`src/rtl/step_clk_conditioner_if.sv`:
```
// Board-side signal bundle for step_clk_conditioner.
// run_mode_i is present only when AUTO_RUN_EN is defined.
interface step_clk_conditioner_if #(
  parameter int CNT_W = 16
) ();
  logic             btn_raw_i;
`ifdef AUTO_RUN_EN
  logic             run_mode_i;
`endif
  logic             step_pulse_o;
  logic             step_level_o;
  logic [CNT_W-1:0] step_count_o;
  logic             busy_o;

`ifdef AUTO_RUN_EN
  modport slave  (input  btn_raw_i, run_mode_i,
                  output step_pulse_o, step_level_o, step_count_o, busy_o);
  modport master (output btn_raw_i, run_mode_i,
                  input  step_pulse_o, step_level_o, step_count_o, busy_o);
`else
  modport slave  (input  btn_raw_i,
                  output step_pulse_o, step_level_o, step_count_o, busy_o);
  modport master (output btn_raw_i,
                  input  step_pulse_o, step_level_o, step_count_o, busy_o);
`endif
endinterface

```
`src/rtl/step_clk_conditioner.sv`:
```
// step_clk_conditioner: turns a raw push-button level into a clean single-step
// clock: 2-flop synchroniser, debounce FSM, one-cycle step strobe, clean level
// and a wrapping step counter.
// Optional feature macro: AUTO_RUN_EN adds run_mode_i and a free-running
// auto-step divider of AUTO_DIV cycles per step.
module step_clk_conditioner #(
  parameter int DB_CYCLES = 200000,
  parameter int CNT_W     = 16,
  parameter int AUTO_DIV  = 50000000
) (
  input  logic                   clk,
  input  logic                   rst,
  step_clk_conditioner_if.slave  bus
);
  localparam int DBW = $clog2(DB_CYCLES);

  if (DB_CYCLES < 2 || AUTO_DIV < 2) begin : g_param_chk
    $error("step_clk_conditioner: DB_CYCLES and AUTO_DIV must be >= 2");
  end

  typedef enum logic [2:0] {LOCK, IDLE, DB_PRESS, HELD, DB_REL} state_t;

  state_t           state_q, state_d;
  logic             sync1_q, btn_s_q;
  logic [DBW-1:0]   db_cnt_q, db_cnt_d;
  logic             pulse_q, pulse_d;
  logic             level_q, level_d;
  logic [CNT_W-1:0] count_q, count_d;
  logic             ref_lvl, differs, db_done, auto_run;

`ifdef AUTO_RUN_EN
  localparam int DIVW = $clog2(AUTO_DIV);
  logic [DIVW-1:0]  div_q, div_d;
  logic             div_wrap;
  assign auto_run = bus.run_mode_i && (state_q == IDLE);
  assign div_wrap = (div_q == DIVW'(AUTO_DIV - 1));
`else
  assign auto_run = 1'b0;
`endif

  // Level each state is waiting to see disappear; db_cnt counts samples of the other level.
  assign ref_lvl = (state_q == LOCK) || (state_q == HELD) || (state_q == DB_REL);
  assign differs = (btn_s_q != ref_lvl);
  assign db_done = differs && (db_cnt_q == DBW'(DB_CYCLES - 1));

  // Two-flop synchroniser for the asynchronous button level.
  always_ff @(posedge clk) begin
    if (rst) begin
      sync1_q <= 1'b0;
      btn_s_q <= 1'b0;
    end else begin
      sync1_q <= bus.btn_raw_i;
      btn_s_q <= sync1_q;
    end
  end

  // Next-state, debounce count, step strobe/count and clean level.
  always_comb begin
    state_d  = state_q;
    pulse_d  = 1'b0;
    count_d  = count_q;
    db_cnt_d = (differs && !db_done && !auto_run) ? DBW'(db_cnt_q + 1'b1) : '0;
    case (state_q)
      LOCK:     if (db_done) state_d = IDLE;
      IDLE:     if (btn_s_q && !auto_run) state_d = DB_PRESS;
      DB_PRESS: begin
        if (!btn_s_q) state_d = IDLE;
        else if (db_done) begin
          state_d = HELD;
          pulse_d = 1'b1;
          count_d = count_q + 1'b1;
        end
      end
      HELD:     if (!btn_s_q) state_d = DB_REL;
      DB_REL: begin
        if (btn_s_q) state_d = HELD;
        else if (db_done) state_d = IDLE;
      end
      default:  state_d = LOCK;
    endcase
    level_d = (state_d == HELD) || (state_d == DB_REL);
`ifdef AUTO_RUN_EN
    div_d = '0;
    if (auto_run) begin
      div_d   = div_wrap ? '0 : DIVW'(div_q + 1'b1);
      level_d = (div_d < DIVW'(AUTO_DIV / 2));
      if (div_wrap) begin
        pulse_d = 1'b1;
        count_d = count_q + 1'b1;
      end
    end
`endif
  end

  // State and output registers; reset parks in LOCK so a held button never steps.
  always_ff @(posedge clk) begin
    if (rst) begin
      state_q  <= LOCK;
      db_cnt_q <= '0;
      pulse_q  <= 1'b0;
      level_q  <= 1'b0;
      count_q  <= '0;
    end else begin
      state_q  <= state_d;
      db_cnt_q <= db_cnt_d;
      pulse_q  <= pulse_d;
      level_q  <= level_d;
      count_q  <= count_d;
    end
  end

`ifdef AUTO_RUN_EN
  // Auto-step divider; cleared whenever auto stepping is not active.
  always_ff @(posedge clk) begin
    if (rst) div_q <= '0;
    else     div_q <= div_d;
  end
`endif

  assign bus.step_pulse_o = pulse_q;
  assign bus.step_level_o = level_q;
  assign bus.step_count_o = count_q;
  assign bus.busy_o       = (state_q != IDLE);
endmodule

```
`src/flat_wrapper.sv`:
```
// flat-port wrapper written by rule: the top's interface ports become plain ports
module step_clk_conditioner_flat 
#(
  parameter int DB_CYCLES = 200000,
  parameter int CNT_W     = 16,
  parameter int AUTO_DIV  = 50000000
)
  (clk, rst, bus_btn_raw_i, bus_step_pulse_o, bus_step_level_o, bus_step_count_o, bus_busy_o);
  step_clk_conditioner_if #(.CNT_W(CNT_W)) bus_i ();
  input  logic clk;
  input  logic rst;
  input wire logic [$bits(bus_i.btn_raw_i)-1:0] bus_btn_raw_i;
  output wire logic [$bits(bus_i.step_pulse_o)-1:0] bus_step_pulse_o;
  output wire logic [$bits(bus_i.step_level_o)-1:0] bus_step_level_o;
  output wire logic [$bits(bus_i.step_count_o)-1:0] bus_step_count_o;
  output wire logic [$bits(bus_i.busy_o)-1:0] bus_busy_o;
  assign bus_i.btn_raw_i = bus_btn_raw_i;
  assign bus_step_pulse_o = bus_i.step_pulse_o;
  assign bus_step_level_o = bus_i.step_level_o;
  assign bus_step_count_o = bus_i.step_count_o;
  assign bus_busy_o = bus_i.busy_o;
  step_clk_conditioner #(.DB_CYCLES(DB_CYCLES), .CNT_W(CNT_W), .AUTO_DIV(AUTO_DIV)) u_core (.clk(clk), .rst(rst), .bus(bus_i));
endmodule
```
`config.mk`:
```
export PLATFORM = sky130hd
export DESIGN_NAME = step_clk_conditioner_flat
export DESIGN_NICKNAME = d
export VERILOG_FILES = /design/src/rtl/step_clk_conditioner_if.sv /design/src/rtl/step_clk_conditioner.sv /design/src/flat_wrapper.sv
export SDC_FILE = /design/constraint.sdc
export NUM_CORES = 1
export LEC_CHECK = 0
export BUFFER_PORTS_ARGS = -buffer_cell sky130_fd_sc_hd__buf_2
export CAP_MARGIN = 5
export CORE_UTILIZATION = 45
export CTS_CLUSTER_SIZE = 8
export DETAILED_ROUTE_END_ITERATION = 8
export MAX_ROUTING_LAYER = met4
export PLACE_DENSITY = 0.66
export REMOVE_ABC_BUFFERS = 1
export SLEW_MARGIN = 20
export SYNTH_ARGS = -nofsm -noshare
export SYNTH_HDL_FRONTEND = slang
export SYNTH_SLANG_ARGS = --single-unit
```
`constraint.sdc`:
```
create_clock -name clk -period 1.9 [get_ports clk]
set_clock_uncertainty 0.05 [all_clocks]
set_input_delay 0.38 -clock clk [delete_from_list [all_inputs] [get_ports clk]]
set_output_delay 0.38 -clock clk [all_outputs]
set_load 0.05 [all_outputs]
```
==> Flow_metrics.wiki <==
{| class="wikitable"
! Metric !! Value
|-
| Core Footprint || around 0.0044 mm^2
|-
| Xor and xnor fraction of the mapped netlist area || under 10%
|-
| Number of input and output port buffers inserted || 21
|-
| Proportion of power drawn by flip-flops and latches || approximately three fifths
|-
| Number of global-route vias before repair || ~1800
|-
| Starting density of the core || between 40% and 50%
|-
| Worst setup path category || reg2reg
|-
| Number of optimization iterations in the first detailed-route pass || 4
|-
| Most congested layer reported by global routing || met2
|-
| Worst skew pair latency || 300 ps
|-
| Filler Cells Inserted || slightly below 400
|-
| Top Ports || 22
|-
| Transition time of the tightest slew-check pin || 646 ps
|-
| Post-synth EDFFs || 0
|-
| Synth Area per Inst || ~9 um^2
|-
| GRT Resource Usage Total || 21.9%
|-
| Overall power after layout || between 1000 and 1500 uW
|-
| Worst min-delay path category || in2reg
|-
| Commonest non-fill, non-tap cells in the layout || 38 x sky130_fd_sc_hd__dfxtp_1, 33 x sky130_fd_sc_hd__buf_4, 21 x sky130_fd_sc_hd__buf_2, 15 x sky130_fd_sc_hd__nor3_1, 13 x sky130_fd_sc_hd__nand4_1
|-
| Global-route wire length before repair || around 8000 um
|-
| Leak pwr || between 0.0009 and 0.001 uW
|-
| Internal power || 1150 uW
|-
| Sinks on Clock Net || between 40 and 50
|-
| Final period utilization || 98.8%
|-
| Fraction of synthesized cell area taken by the top area cell type || between 30% and 40%
|-
| CTS tree || yes
|-
| Register-to-register path setup slack || 20 ps
|-
| Average vias per placed instance || between 5 and 6
|-
| Dominant cell type by area after synthesis || sky130_fd_sc_hd__dfxtp_1
|-
| Setup repair after global routing missed its margin || true
|-
| Most common flop cell mapped by yosys || sky130_fd_sc_hd__dfxtp_1
|-
| Synthesized-area fraction occupied by adder cells || about 1.2%
|-
| Sequential-to-total area share from yosys stat || between 30% and 40%
|-
| Yosys synthesis warning count || 0
|-
| Share of the core filled with cells in the final layout || 59.9%
|-
| Largest net degree at the start of global routing || 19
|-
| Die boundary width || between 60 and 70 um
|-
| Antenna violations before repair || 0
|-
| Clock H-tree levels || 2
|-
| Max clock buf depth || 2
|-
| Leading cell type in the layout, fill and taps excluded || sky130_fd_sc_hd__dfxtp_1
|-
| Share of the synthesized area in compound gates (AO/OA/AOI/OAI) || 13.8%
|-
| Via count || 1949
|-
| Detailed-route DRC error count || 0
|-
| Synthesis-stage register bit count || 41
|-
| Comb pwr share || about 4.0%
|-
| Number of hold violations in the final report || 0
|-
| Gp weighted congestion || 0.810
|-
| Wire length per cell || 14.2 um
|-
| Max-cap check violation count || 0
|-
| Peak supply drop || around 360 uV
|-
| Clock slew seen by the registers of the worst setup and hold paths || roughly 80 ps
|-
| CP delay by family, top || simple AND/OR/NAND/NOR gates
|-
| Final HPWL from detailed placement || between 3000 and 4000 um
|-
| Crit path DAT || around 2100 ps
|-
| Number of buffers created by CTS || 5
|-
| Critical Path, Cell by Cell || ha_4 > nand3_2 > or3_4 > buf_6 > or4_4 > a21oi_2
|-
| Antenna Nets Post-Route || 0
|-
| Clock network fraction of total power || roughly 37%
|-
| Crit. End Element || flip-flop
|-
| Fraction of final layout cells sized beyond drive strength 1 || about 34%
|-
| Routed wire length || around 4800 um
|-
| Residual overflow from global routing || 0
|-
| Post-layout min period || about 1900 ps
|-
| Setup tns final || 0 ps
|-
| Number of DRC violations after detailed-routing iteration 0 || 91
|-
| Delay of the slowest cell on the worst path || roughly 480 ps
|-
| Power Density || roughly 570 mW/mm^2
|-
| Worst slew margin relative to its limit || between 50% and 60%
|-
| Post-synthesis mux area share || about 1.1%
|-
| Fraction of met2 tracks used by global routing || 32.5%
|-
| Maximum fanout along the worst path || 7
|-
| Async set or reset register ratio after synthesis || 0%
|-
| Run status || finished, final reports clean
|-
| Cell area after synthesis || between 0.002 and 0.0025 mm^2
|-
| Final setup vio count || 0
|-
| Overall die area || about 0.0048 mm^2
|-
| Buffers & Inverters on Critical Path || 1
|-
| Site Rows || 24
|-
| Combinational family with the most area after synthesis || simple AND/OR/NAND/NOR gates
|-
| Met1 track demand over resource || 29.3%
|-
| Highest-delay cell along the critical path || sky130_fd_sc_hd__or4_4
|-
| Post-Syn Instances || 230
|-
| Post-synthesis cell type count || slightly above 40
|-
| Pins over their slew limit || 0
|-
| Antenna Diode Count || 0
|-
| Clk root buf || sky130_fd_sc_hd__clkbuf_8
|-
| F_max || 0.533 GHz
|-
| Post-synthesis simple-gate area fraction || about a third
|-
| Data required time of the critical path || about 2100 ps
|-
| Psw || ~340 uW
|-
| Hold-fix buffers at CTS || 0
|-
| Largest cells by area after synthesis || sky130_fd_sc_hd__dfxtp_1 40%, sky130_fd_sc_hd__nand4_1 4.0%, sky130_fd_sc_hd__xnor2_1 3.8%
|-
| Switching part of the total power || between 20 and 25%
|-
| Y dimension of the die || approximately 70 um
|-
| Nets || slightly below 300
|-
| Kind of start point of the critical path || flip-flop
|-
| Worst Hold Margin || ~240 ps
|-
| Layout Area Growth over Synthesis || 27.8%
|-
| GR Util met3 || under 10%
|}
worst paths after layout:
check | start | end | cells after the start
max | u_core.db_cnt_q[1] | u_core.bus.step_count_o[8] | 6
max reg2reg | u_core.db_cnt_q[1] | u_core.bus.step_count_o[8] | 6
min | bus_btn_raw_i | u_core.sync1_q | 2
min reg2reg | u_core.sync1_q | u_core.btn_s_q | 1
through the flow:
step           setup WS [ps]  cells  area [um^2]
6_report                22.1    337         2630
3_3_place_gp           -69.8    326         2440
5_1_grt                -34.7    337         2630
3_5_place_dp            -116    326         2440
4_1_cts                 3.02    334         2530
2_1_floorplan           -248    218         1990
repair_timing:
action / CTS / global route
buffers inserted: 0 / 2
resized for setup: 4 / 21
pin swaps: 1 / 13
gates cloned: 0 / 1
setup endpoints to repair: 7 / 9
hold endpoints to repair: 0 / 0
registers in the layout (all words and copies together) (netlist names):
signal                   flops
u_core.bus.step_pulse_o      1
u_core.bus.step_level_o      1
u_core.btn_s_q               1
u_core.state_q               3
u_core.db_cnt_q             18
u_core.sync1_q               1
u_core.bus.step_count_o     16
power by group through the flow:
stage          Sequential (uW)  Combinational [uW]  Clock (uW)
2_1_floorplan              892                23.2           0
3_3_place_gp               890                55.8           0
3_5_place_dp               890                56.4           0
4_1_cts                    870                57.2         573
5_1_grt                    873                69.2         605
6_report                   873                59.5         558
cell families (layout without fill, tap and decap cells):
kind of cell	after synthesis	count (layout)
AO/OA/AOI/OAI	42	42
flip-flops	41	41
adder cells (fa/ha/maj)	2	2
buffers and inverters	20	75
XOR/XNOR	14	14
multiplexers	2	2
AND/OR/NAND/NOR	109	109
layout make-up:
class	count	area, um^2	share of cell area [%]
Multi-Input combinational cell	169	1210	46.0
Sequential cell	41	825	31.4
Timing Repair Buffer	59	418	15.9
Clock buffer	6	72.6	2.76
Tap cell	52	65.1	2.48
Inverter	8	30.0	1.14
Clock inverter	2	10.0	0.381
Yosys cell counts, types with 7 or more instances:
library cell	instances
sky130_fd_sc_hd__nand2_1	8
sky130_fd_sc_hd__and3_1	8
sky130_fd_sc_hd__nand4_1	13
sky130_fd_sc_hd__nor2b_1	7
sky130_fd_sc_hd__or3_1	8
sky130_fd_sc_hd__dfxtp_1	41
sky130_fd_sc_hd__nor2_1	7
sky130_fd_sc_hd__nand3_1	12
sky130_fd_sc_hd__nor3_1	15
sky130_fd_sc_hd__xnor2_1	9
sky130_fd_sc_hd__o21ai_0	8
sky130_fd_sc_hd__a21oi_1	9
sky130_fd_sc_hd__inv_1	8
per-layer routing:
metal / share of wire, % / wire length (um) / up-vias
met4: 1.3 / 63 / 0
met2: 46 / 2200 / 33
met1: 49 / 2350 / 922
met5: 0 / 0 / -
li1: - / - / 988
met3: 3.4 / 164 / 6
No activity file was read; power rests on OpenSTA's default activity.
